--- src/rtl/envelope_gen_pkg.sv ---
// Shared definitions for the ADSR envelope stage: stage encoding, default
// widths and the midpoint/full-scale helpers.
package envelope_gen_pkg;

  localparam int WAVE_DEPTH_DEF = 8;
  localparam int ENV_DEPTH_DEF  = 8;
  localparam int RATE_DEPTH_DEF = 8;

  typedef enum logic [2:0] {
    STAGE_IDLE    = 3'd0,
    STAGE_ATTACK  = 3'd1,
    STAGE_DECAY   = 3'd2,
    STAGE_SUSTAIN = 3'd3,
    STAGE_RELEASE = 3'd4
  } stage_e;

  function automatic int wave_mid(input int depth);
    return 32'sd1 << (depth - 32'sd1);
  endfunction

  function automatic int env_max(input int depth);
    return (32'sd1 << depth) - 32'sd1;
  endfunction

endpackage

--- src/rtl/envelope_gen_if.sv ---
// Control, rate and sample bundle between the mixer side and the envelope stage.
interface envelope_gen_if #(
  parameter int WAVE_DEPTH = 8,
  parameter int ENV_DEPTH  = 8,
  parameter int RATE_DEPTH = 8
);
  logic                  gate_i;
  logic                  tick_en_i;
  logic [RATE_DEPTH-1:0] attack_i;
  logic [RATE_DEPTH-1:0] decay_i;
  logic [ENV_DEPTH-1:0]  sustain_i;
  logic [RATE_DEPTH-1:0] release_i;
  logic [WAVE_DEPTH-1:0] wave_in_i;
  logic [WAVE_DEPTH-1:0] wave_out_o;
  logic [ENV_DEPTH-1:0]  envelope_o;
  logic [2:0]            stage_o;
  logic                  active_o;

  modport master (
    output gate_i, tick_en_i, attack_i, decay_i, sustain_i, release_i, wave_in_i,
    input  wave_out_o, envelope_o, stage_o, active_o
  );

  modport slave (
    input  gate_i, tick_en_i, attack_i, decay_i, sustain_i, release_i, wave_in_i,
    output wave_out_o, envelope_o, stage_o, active_o
  );
endinterface

--- src/rtl/envelope_gen_scaler.sv ---
// Registered amplitude scaling of an offset-binary sample by the envelope level;
// kept separate so the multiply can be pipelined without touching the FSM.
module env_scaler
  import envelope_gen_pkg::*;
#(
  parameter int WAVE_DEPTH = WAVE_DEPTH_DEF,
  parameter int ENV_DEPTH  = ENV_DEPTH_DEF
) (
  input  logic                  clk_i,
  input  logic                  rst_i,
  input  logic [WAVE_DEPTH-1:0] wave_i,
  input  logic [ENV_DEPTH-1:0]  env_i,
  output logic [WAVE_DEPTH-1:0] wave_o
);
  localparam int P_W = WAVE_DEPTH + ENV_DEPTH + 2;
  localparam logic [WAVE_DEPTH-1:0] WAVE_MID = WAVE_DEPTH'(wave_mid(WAVE_DEPTH));
  localparam logic [ENV_DEPTH-1:0]  ENV_MAX  = ENV_DEPTH'(env_max(ENV_DEPTH));

  logic signed [WAVE_DEPTH:0] diff_s;
  logic signed [P_W-1:0]      diff_ext_s;
  logic signed [P_W-1:0]      env_ext_s;
  logic signed [P_W-1:0]      prod_s;
  logic [WAVE_DEPTH-1:0]      shifted_s;
  logic [WAVE_DEPTH-1:0]      wave_d;
  logic [WAVE_DEPTH-1:0]      wave_q;

  assign diff_s     = $signed({1'b0, wave_i}) - $signed({1'b0, WAVE_MID});
  assign diff_ext_s = P_W'(diff_s);
  assign env_ext_s  = $signed(P_W'(env_i));
  assign prod_s     = diff_ext_s * env_ext_s;
  assign shifted_s  = WAVE_DEPTH'(prod_s >>> ENV_DEPTH);

  // Full-scale envelope passes the sample through untouched.
  always_comb begin
    wave_d = WAVE_MID + shifted_s;
    if (env_i == ENV_MAX) begin
      wave_d = wave_i;
    end else begin
      wave_d = WAVE_MID + shifted_s;
    end
  end

  always_ff @(posedge clk_i or posedge rst_i) begin
    if (rst_i) begin
      wave_q <= WAVE_MID;
    end else begin
      wave_q <= wave_d;
    end
  end

  assign wave_o = wave_q;
endmodule

--- src/rtl/envelope_gen.sv ---
// Gated ADSR envelope: edge-captured trigger, tick-driven stage FSM and a
// registered sample scaler.
module envelope_gen
  import envelope_gen_pkg::*;
#(
  parameter int WAVE_DEPTH = WAVE_DEPTH_DEF,
  parameter int ENV_DEPTH  = ENV_DEPTH_DEF,
  parameter int RATE_DEPTH = RATE_DEPTH_DEF
) (
  input  logic          clk_i,
  input  logic          rst_i,
  envelope_gen_if.slave bus
);
  localparam logic [ENV_DEPTH-1:0] ENV_MAX = ENV_DEPTH'(env_max(ENV_DEPTH));

  stage_e                  stage_q, stage_d, att_stage_s, rel_stage_s;
  logic [ENV_DEPTH-1:0]    env_q, env_d, att_env_s, rel_env_s;
  logic                    gate_q, trig_pend_q, trig_pend_d;
  logic                    active_q, active_d;
  logic                    rise_s, trig_s, att_full_s, dec_done_s, rel_done_s, releasable_s;
  logic [ENV_DEPTH:0]      att_sum_s;
  logic signed [ENV_DEPTH+1:0] dec_diff_s, rel_diff_s;

  assign rise_s = bus.gate_i & ~gate_q;
  assign trig_s = trig_pend_q | rise_s;

  assign att_sum_s   = {1'b0, env_q} + (ENV_DEPTH+1)'(bus.attack_i);
  assign att_full_s  = (bus.attack_i == RATE_DEPTH'(0)) || (att_sum_s >= {1'b0, ENV_MAX});
  assign att_env_s   = att_full_s ? ENV_MAX : att_sum_s[ENV_DEPTH-1:0];
  assign att_stage_s = att_full_s ? STAGE_DECAY : STAGE_ATTACK;

  // Differences are widened by two bits so underflow shows up as a negative value.
  assign dec_diff_s = $signed({2'b00, env_q}) - $signed((ENV_DEPTH+2)'(bus.decay_i));
  assign dec_done_s = (bus.decay_i == RATE_DEPTH'(0)) ||
                      (dec_diff_s <= $signed({2'b00, bus.sustain_i}));

  assign rel_diff_s  = $signed({2'b00, env_q}) - $signed((ENV_DEPTH+2)'(bus.release_i));
  assign rel_done_s  = (bus.release_i == RATE_DEPTH'(0)) || rel_diff_s[ENV_DEPTH+1] ||
                       (rel_diff_s == (ENV_DEPTH+2)'(0));
  assign rel_env_s   = rel_done_s ? ENV_DEPTH'(0) : rel_diff_s[ENV_DEPTH-1:0];
  assign rel_stage_s = rel_done_s ? STAGE_IDLE : STAGE_RELEASE;

  assign releasable_s = (stage_q == STAGE_ATTACK) || (stage_q == STAGE_DECAY) ||
                        (stage_q == STAGE_SUSTAIN);

  always_ff @(posedge clk_i or posedge rst_i) begin
    if (rst_i) begin
      stage_q     <= STAGE_IDLE;
      env_q       <= ENV_DEPTH'(0);
      gate_q      <= 1'b0;
      trig_pend_q <= 1'b0;
      active_q    <= 1'b0;
    end else begin
      stage_q     <= stage_d;
      env_q       <= env_d;
      gate_q      <= bus.gate_i;
      trig_pend_q <= trig_pend_d;
      active_q    <= active_d;
    end
  end

  // Trigger beats note-off, which beats normal stage progression.
  always_comb begin
    stage_d     = stage_q;
    env_d       = env_q;
    trig_pend_d = trig_pend_q;
    if (bus.tick_en_i) begin
      trig_pend_d = 1'b0;
      if (trig_s) begin
        stage_d = att_stage_s;
        env_d   = att_env_s;
      end else if (!bus.gate_i && releasable_s) begin
        stage_d = rel_stage_s;
        env_d   = rel_env_s;
      end else begin
        case (stage_q)
          STAGE_IDLE:    env_d = ENV_DEPTH'(0);
          STAGE_ATTACK: begin
            stage_d = att_stage_s;
            env_d   = att_env_s;
          end
          STAGE_DECAY: begin
            if (dec_done_s) begin
              stage_d = STAGE_SUSTAIN;
              env_d   = bus.sustain_i;
            end else begin
              env_d   = dec_diff_s[ENV_DEPTH-1:0];
            end
          end
          STAGE_SUSTAIN: env_d = bus.sustain_i;
          STAGE_RELEASE: begin
            stage_d = rel_stage_s;
            env_d   = rel_env_s;
          end
          default: begin
            stage_d = STAGE_IDLE;
            env_d   = ENV_DEPTH'(0);
          end
        endcase
      end
    end else begin
      trig_pend_d = trig_pend_q | rise_s;
    end
  end

  always_comb begin
    active_d = (stage_d != STAGE_IDLE);
  end

  env_scaler #(
    .WAVE_DEPTH(WAVE_DEPTH),
    .ENV_DEPTH (ENV_DEPTH)
  ) u_scaler (
    .clk_i (clk_i),
    .rst_i (rst_i),
    .wave_i(bus.wave_in_i),
    .env_i (env_q),
    .wave_o(bus.wave_out_o)
  );

  assign bus.envelope_o = env_q;
  assign bus.stage_o    = stage_q;
  assign bus.active_o   = active_q;
endmodule

--- src/flat_wrapper.sv ---
// flat-port wrapper written by rule: the top's interface ports become plain ports
module envelope_gen_flat import envelope_gen_pkg::*;
#(
  parameter int WAVE_DEPTH = WAVE_DEPTH_DEF,
  parameter int ENV_DEPTH  = ENV_DEPTH_DEF,
  parameter int RATE_DEPTH = RATE_DEPTH_DEF
)
  (clk_i, rst_i, bus_gate_i, bus_tick_en_i, bus_attack_i, bus_decay_i, bus_sustain_i, bus_release_i, bus_wave_in_i, bus_wave_out_o, bus_envelope_o, bus_stage_o, bus_active_o);
  envelope_gen_if #(.WAVE_DEPTH(WAVE_DEPTH), .ENV_DEPTH(ENV_DEPTH), .RATE_DEPTH(RATE_DEPTH)) bus_i ();
  input  logic clk_i;
  input  logic rst_i;
  input wire logic [$bits(bus_i.gate_i)-1:0] bus_gate_i;
  input wire logic [$bits(bus_i.tick_en_i)-1:0] bus_tick_en_i;
  input wire logic [$bits(bus_i.attack_i)-1:0] bus_attack_i;
  input wire logic [$bits(bus_i.decay_i)-1:0] bus_decay_i;
  input wire logic [$bits(bus_i.sustain_i)-1:0] bus_sustain_i;
  input wire logic [$bits(bus_i.release_i)-1:0] bus_release_i;
  input wire logic [$bits(bus_i.wave_in_i)-1:0] bus_wave_in_i;
  output wire logic [$bits(bus_i.wave_out_o)-1:0] bus_wave_out_o;
  output wire logic [$bits(bus_i.envelope_o)-1:0] bus_envelope_o;
  output wire logic [$bits(bus_i.stage_o)-1:0] bus_stage_o;
  output wire logic [$bits(bus_i.active_o)-1:0] bus_active_o;
  assign bus_i.gate_i = bus_gate_i;
  assign bus_i.tick_en_i = bus_tick_en_i;
  assign bus_i.attack_i = bus_attack_i;
  assign bus_i.decay_i = bus_decay_i;
  assign bus_i.sustain_i = bus_sustain_i;
  assign bus_i.release_i = bus_release_i;
  assign bus_i.wave_in_i = bus_wave_in_i;
  assign bus_wave_out_o = bus_i.wave_out_o;
  assign bus_envelope_o = bus_i.envelope_o;
  assign bus_stage_o = bus_i.stage_o;
  assign bus_active_o = bus_i.active_o;
  envelope_gen #(.WAVE_DEPTH(WAVE_DEPTH), .ENV_DEPTH(ENV_DEPTH), .RATE_DEPTH(RATE_DEPTH)) u_core (.clk_i(clk_i), .rst_i(rst_i), .bus(bus_i));
endmodule
--- config.mk ---
export PLATFORM = sky130hd
export DESIGN_NAME = envelope_gen_flat
export DESIGN_NICKNAME = d
export VERILOG_FILES = /design/src/rtl/envelope_gen_pkg.sv /design/src/rtl/envelope_gen_if.sv /design/src/rtl/envelope_gen_scaler.sv /design/src/rtl/envelope_gen.sv /design/src/flat_wrapper.sv
export SDC_FILE = /design/constraint.sdc
export NUM_CORES = 1
export LEC_CHECK = 0
export CAP_MARGIN = 20
export CORE_MARGIN = 3
export CORE_UTILIZATION = 40
export DETAILED_ROUTE_END_ITERATION = 6
export PLACE_DENSITY = 0.59
export SYNTH_ARGS = -nofsm -noshare
export SYNTH_HDL_FRONTEND = slang
export SYNTH_SLANG_ARGS = --single-unit
--- constraint.sdc ---
create_clock -name clk_i -period 5.51 [get_ports clk_i]
set_input_delay 0.551 -clock clk_i [delete_from_list [all_inputs] [get_ports clk_i]]
set_output_delay 0.551 -clock clk_i [all_outputs]
set_load 0.01 [all_outputs]
==> results_dict.tcl, run 1 <==
set metrics [dict create \
    dr.pass1.iters 4 \
    ys_types 71 \
    min_from "u_core.trig_pend_q" \
    rows 39 \
    fp.dieH_um 116 \
    n_antenna_cell 0 \
    grt_pass1_vias 4394 \
    synthTopCellsByArea "fa_1 (22%), ha_1 (15%), dfrtp_1 (11%), inv_1 (7.8%), and2_1 (4.5%)" \
    place_hpwl_um 11300 \
    path_class "in -> reg" \
    fin_skew_ns 0.00183 \
    viasPerCell 5.45 \
    worst-r2r-cell-count 15 \
    yosysMostFrequentCell "inv_1" \
    cts-root-buf "clkbuf_16" \
    drv_cap 0 \
    drv_slew 0 \
    setup_violations 0 \
    antenna_found_initial 0 \
    synth-seq-cells 22 \
    tns_ns 0 \
    endpoint_kind "flop" \
    yosys.area.top_type "fa_1" \
    cts_resized 0 \
    hold_buffers 0 \
    overflow 0 \
    drc 0 \
    period_share_pct 91.9 \
    insertion_delay_ns 0.26 \
    cts_buffer_depth 2 \
    r2r-end "u_core.u_scaler.wave_o[5]" \
    nFillCells 1173 \
    worst_pin_slew_ns 0.857 \
    holdPathStages 2 \
    start_util_pct 41.7 \
    io_buffers 63 \
    hp-class "reg -> reg" \
    die_x_um 116 \
    path_clk_slew_ns 0.06 \
    cp_slowest_cell "fa_1" \
    crit_chain "clkdlybuf4s50_1 > nand2b_1 > fa_1 > fa_1 > fa_1 > fa_1 > inv_1 > ha_1 > nor3_1 > o41ai_2 > a31oi_1 > o21ai_1 > o21a_1 > or3_1 > a31o_2" \
    cp.required_ns 5.66 \
    reg2reg_setup_slack_ns 0.48 \
    max_freq_mhz 197 \
    crit_top_cell "fa_1" \
    vias 4231 \
    slowest_delay_ns 0.55 \
    h-tree-depth 1 \
    drive_above_1_share_pct 6.48 \
    die-area_um2 13500 \
    seqCellArea_um2 552 \
    grt_pass1_wl_um 21800 \
    drt-total-wl_um 13300 \
    syn2layout_area_growth_pct 19.9 \
    hold_violations 0 \
    seq_area_frac_synth_pct 11.4 \
    cp_data_arrival_time_ns 5.22 \
    hold_path_end "u_core.trig_pend_q" \
    grt_max_degree 23 \
    startpoint_type "primary input" \
    drtIter0Drc 288 \
    multi_input_area_um2 3860 \
    fin_crit_ns 5.07 \
    synth_flop_cell "dfrtp_1" \
    netlist_area_um2 4840 \
    yosysWarnings 0 \
    gp_congestion 0.896 \
    core_um2 11600 \
    syn-mean-instance-area_um2 8.61 \
    slew_headroom_pct 42.8 \
    yosysTopAreaCellShare_pct 22.3 \
    cts_tree "yes" \
    synth_edf_count 0 \
    syn_nets 719 \
    grt_use_total_pct 20.8 \
    synth_commonest_cells "inv_1 (101), ha_1 (59), fa_1 (54)" \
    status "completed" \
    num_io_pins 64 \
    path_max_fanout 4 \
    final_antenna_net_count 0 \
    cts_sinks 22 \
    numCtsBuffers 3 \
    async_flop_share_pct 100 \
    r2r-start "u_core.bus.envelope_o[1]" \
    synthCells 562 \
    rsz0062_at_grt "false" \
    final_nets 791 \
    post_cts_buffers 0 \
    wl_per_cell_um 17.1 \
]
worst max-delay path by stage:
stage / from / end / cells after the start
3_5_place_dp: bus_wave_in_i[7] / u_core.u_scaler.wave_o[5] / 15
6_report: bus_wave_in_i[7] / u_core.u_scaler.wave_o[5] / 15
5_1_grt: u_core.bus.envelope_o[1] / u_core.u_scaler.wave_o[6] / 15
4_1_cts: u_core.bus.envelope_o[1] / u_core.u_scaler.wave_o[5] / 15
2_1_floorplan: u_core.bus.envelope_o[1] / u_core.u_scaler.wave_o[5] / 16
3_3_place_gp: bus_wave_in_i[7] / u_core.u_scaler.wave_o[5] / 15
layer usage:
metal  up-vias  track usage [%]  part of all wire (%)
met5         -                0                     0
met2       122             34.8                    47
met4         0             3.87                   1.4
li1       2047                -                     -
met1      2044             28.9                    45
met3        18             3.34                   6.5
critical path, delay by kind of cell:
kind	cells	cell delay [ns]
AOI/OAI and AO/OA	5	1.15
and+or+nand+nor	3	0.75
adders and majority gates	5	2.26
buffers and inverters	2	0.51
area by class of cell:
type                       count  area share (%)
tap                          143            3.08
inverter                     101            6.53
clock buffer                   4            1.53
sequential                    22            9.51
timing repair buffer          78            12.9
multi-input combinational    428            66.5
layout by cell type, fill, tap and decap left out, types with 4 or more instances in the layout:
cell / n
nor2_1: 25
xnor2_1: 15
or2_2: 4
a21o_1: 5
nand2_1: 46
o211ai_1: 4
o32ai_1: 5
inv_1: 101
a211oi_1: 4
a21oi_1: 14
clkdlybuf4s50_1: 63
dfrtp_1: 21
and2_1: 35
o21ai_0: 25
nor2b_1: 9
ha_1: 59
fa_1: 54
o31ai_1: 4
nand2b_1: 9
nor3_1: 6
or3_1: 5
nor4_1: 7
o21ai_1: 5
buf_4: 14
xor2_1: 7
o21a_1: 12
nand3_1: 7
per-stage QoR:
step | util (%) | worst slack [ns] | instance area, um^2 | hold WS (ns) | cells
floorplan | - | 0.735 | 4840 | 0.506 | 562
global placement | 49.1 | 0.277 | 5700 | 0.532 | 771
detailed placement | 49.2 | 0.191 | 5710 | 0.551 | 772
CTS | 50.0 | 0.447 | 5800 | 0.573 | 776
global route | 50.0 | 0.205 | 5800 | 0.610 | 776
finish | 50.0 | 0.444 | 5800 | 0.578 | 776
registers in the layout (all words and copies together), names as in the netlist:
signal and flops:
u_core.bus.envelope_o 8, u_core.u_scaler.wave_o 8, u_core.bus.stage_o 3, u_core.bus.active_o 1, u_core.gate_q 1, u_core.trig_pend_q 1
cell families after synthesis:
| logic type | share of synthesized area, % |
|---|---|
| flops | 11.4 |
| mux | 0.414 |
| xor+xnor | 3.98 |
| fa+ha+maj | 37.6 |
| simple gates | 18.9 |
| compound gates | 18.8 |
| buf+inv | 8.92 |
Power of run 1 is left out: the tool's default activity adds up to more than one toggle a clock period on the data nets, which glitch-free logic cannot reach.
==> inputs of run 2 (changes only) <==
Settings changed: PLACE_DENSITY 0.59 to 0.61.
Clock period 5.51 ns to 4.45 ns, I/O delays scaled along.
==> run 2 against run 1 <==
Effect of this change:
- worst setup slack got worse by 0.39 ns
- wire length is 2.8% higher
- register-to-register slack got worse by 0.42 ns
- die area did not move
- global-route usage shrank 0.49 points
- count of clock-buffer cells in the layout is 1 lower
- cell area grew 9.0%
- first-iteration DRC count grew 2.4%
- critical path depth increased by 1
- core utilization up 4.5 points
- clock skew grew 0.0034 ns
- sequential share of layout area fell by 0.66 points
- critical path type is now reg -> reg
- largest cell class unchanged
==> results_dict.tcl, run 2 (synthesis results as in run 1) <==
set metrics [dict create \
    startpoint_type "flop" \
    core_um2 11600 \
    antenna_found_initial 0 \
    max_freq_mhz 228 \
    cp.required_ns 4.61 \
    cts-root-buf "clkbuf_16" \
    place_hpwl_um 11300 \
    final_common_cell "inv_1" \
    hold_violations 0 \
    path_clk_slew_ns 0.07 \
    path_class "reg -> reg" \
    cts_buffer_depth 2 \
    setup_violations 0 \
    period_share_pct 98.7 \
    num_io_pins 64 \
    drive_above_1_share_pct 18.4 \
    rows 39 \
    grt_max_degree 23 \
    fin_skew_ns 0.00519 \
    overflow 0 \
    r2r-start "u_core.bus.envelope_o[1]" \
    dr.pass1.iters 5 \
    final_cell_area_um2 6320 \
    endpoint_kind "flop" \
    hp-class "in -> reg" \
    insertion_delay_ns 0.27 \
    status "completed" \
    cts_sinks 22 \
    final_nets 842 \
    fp.dieH_um 116 \
    r2r-end "u_core.u_scaler.wave_o[5]" \
    grt_pass1_wl_um 21700 \
    syn2layout_area_growth_pct 30.6 \
    drv_slew 0 \
    cts_tree "yes" \
    reg2reg_setup_slack_ns 0.06 \
    worst_pin_slew_ns 0.941 \
    grt_use_total_pct 20.3 \
    drt-total-wl_um 13600 \
    gp_congestion 0.874 \
    min_from "bus_wave_in_i[4]" \
    holdPathStages 3 \
    fin_crit_ns 4.39 \
    grt_pass1_vias 4376 \
    place_area_um2 6000 \
    n_antenna_cell 0 \
    drc 0 \
    wl_per_cell_um 16.5 \
    final_antenna_net_count 0 \
    path_max_fanout 4 \
    start_util_pct 41.7 \
    slew_headroom_pct 37.2 \
    numCtsBuffers 3 \
    cp_data_arrival_time_ns 4.55 \
    drtIter0Drc 295 \
    die-area_um2 13500 \
    h-tree-depth 1 \
    viasPerCell 5.41 \
    final_cell_mix "inv_1 (99), buf_4 (60), ha_1 (58)" \
    worst-r2r-cell-count 16 \
    rsz0062_at_grt "true" \
    io_buffers 63 \
    die_x_um 116 \
    vias 4476 \
    hold_path_end "u_core.u_scaler.wave_o[4]" \
    drv_cap 0 \
]
## run 2: cell types whose count changed in the layout (fill, tap and decap cells not counted), sizes merged
cell           change
clkdlybuf4s15      +1
clkbuf             +3
inv                -1
clkdlybuf4s50      -8
dlymetal6s2s       +1
bufinv             +1
buf               +53
clkinvlp           +1
## run 2: worst max-delay path, stage by stage (launching register included)
cell	delay (ns)
dfrtp_2	0.42
buf_12	0.12
clkinvlp_4	0.09
nor2_4	0.13
fa_2	0.52
fa_1	0.55
inv_1	0.05
fa_1	0.47
inv_1	0.05
fa_1	0.46
ha_1	0.24
and2_1	0.18
o21ai_2	0.17
o21ai_4	0.09
o21a_1	0.20
or3_1	0.30
a31o_2	0.24
## run 2: metal layers
metal	GRT usage, %	vias to the layer above	wire length, um
li1	-	2163	-
met1	29.4	2192	6370
met2	33.5	106	6540
met3	1.98	15	545
met4	3.71	0	175
met5	0	-	0
## run 2: cell type report
type                       count  area [um^2]
timing repair buffer         129         1140
clock inverter                 1         30.0
fill                        1062         5290
clock buffer                   3         75.1
inverter                     101          383
tap                          143          179
sequential                    22          559
multi-input combinational    428         3960
## run 2: stage by stage
stage	setup slack [ns]	std cells	utilization, %	hold slack [ns]	setup TNS [ns]
2_1_floorplan	0.0112	562	-	0.433	0
4_1_cts	0.0107	811	53.0	0.575	0
3_3_place_gp	-0.552	805	51.7	0.541	-2.09
3_5_place_dp	-0.650	805	51.7	0.560	-2.51
5_1_grt	-0.0984	827	54.4	0.519	-0.217
6_report	0.0576	827	54.4	0.492	0
## run 2: repair_timing
item | 4_1_cts | 5_1_grt
hold endpoints to repair | 0 | 0
setup buffers | 2 | 16
gates resized for setup | 23 | 31
pin swaps | 2 | 20
endpoints found under the setup margin | 5 | 3
hold buffers | 0 | 0
## run 2: worst max path at each step
stage                             start                         to  cells past startpoint
6_report       u_core.bus.envelope_o[1]  u_core.u_scaler.wave_o[5]                     16
4_1_cts        u_core.bus.envelope_o[5]  u_core.u_scaler.wave_o[5]                     16
3_3_place_gp           bus_wave_in_i[7]  u_core.u_scaler.wave_o[5]                     16
2_1_floorplan  u_core.bus.envelope_o[2]  u_core.u_scaler.wave_o[5]                     15
3_5_place_dp           bus_wave_in_i[7]  u_core.u_scaler.wave_o[5]                     16
5_1_grt        u_core.bus.envelope_o[1]  u_core.u_scaler.wave_o[5]                     16
Power of run 2 is left out for the same reason.
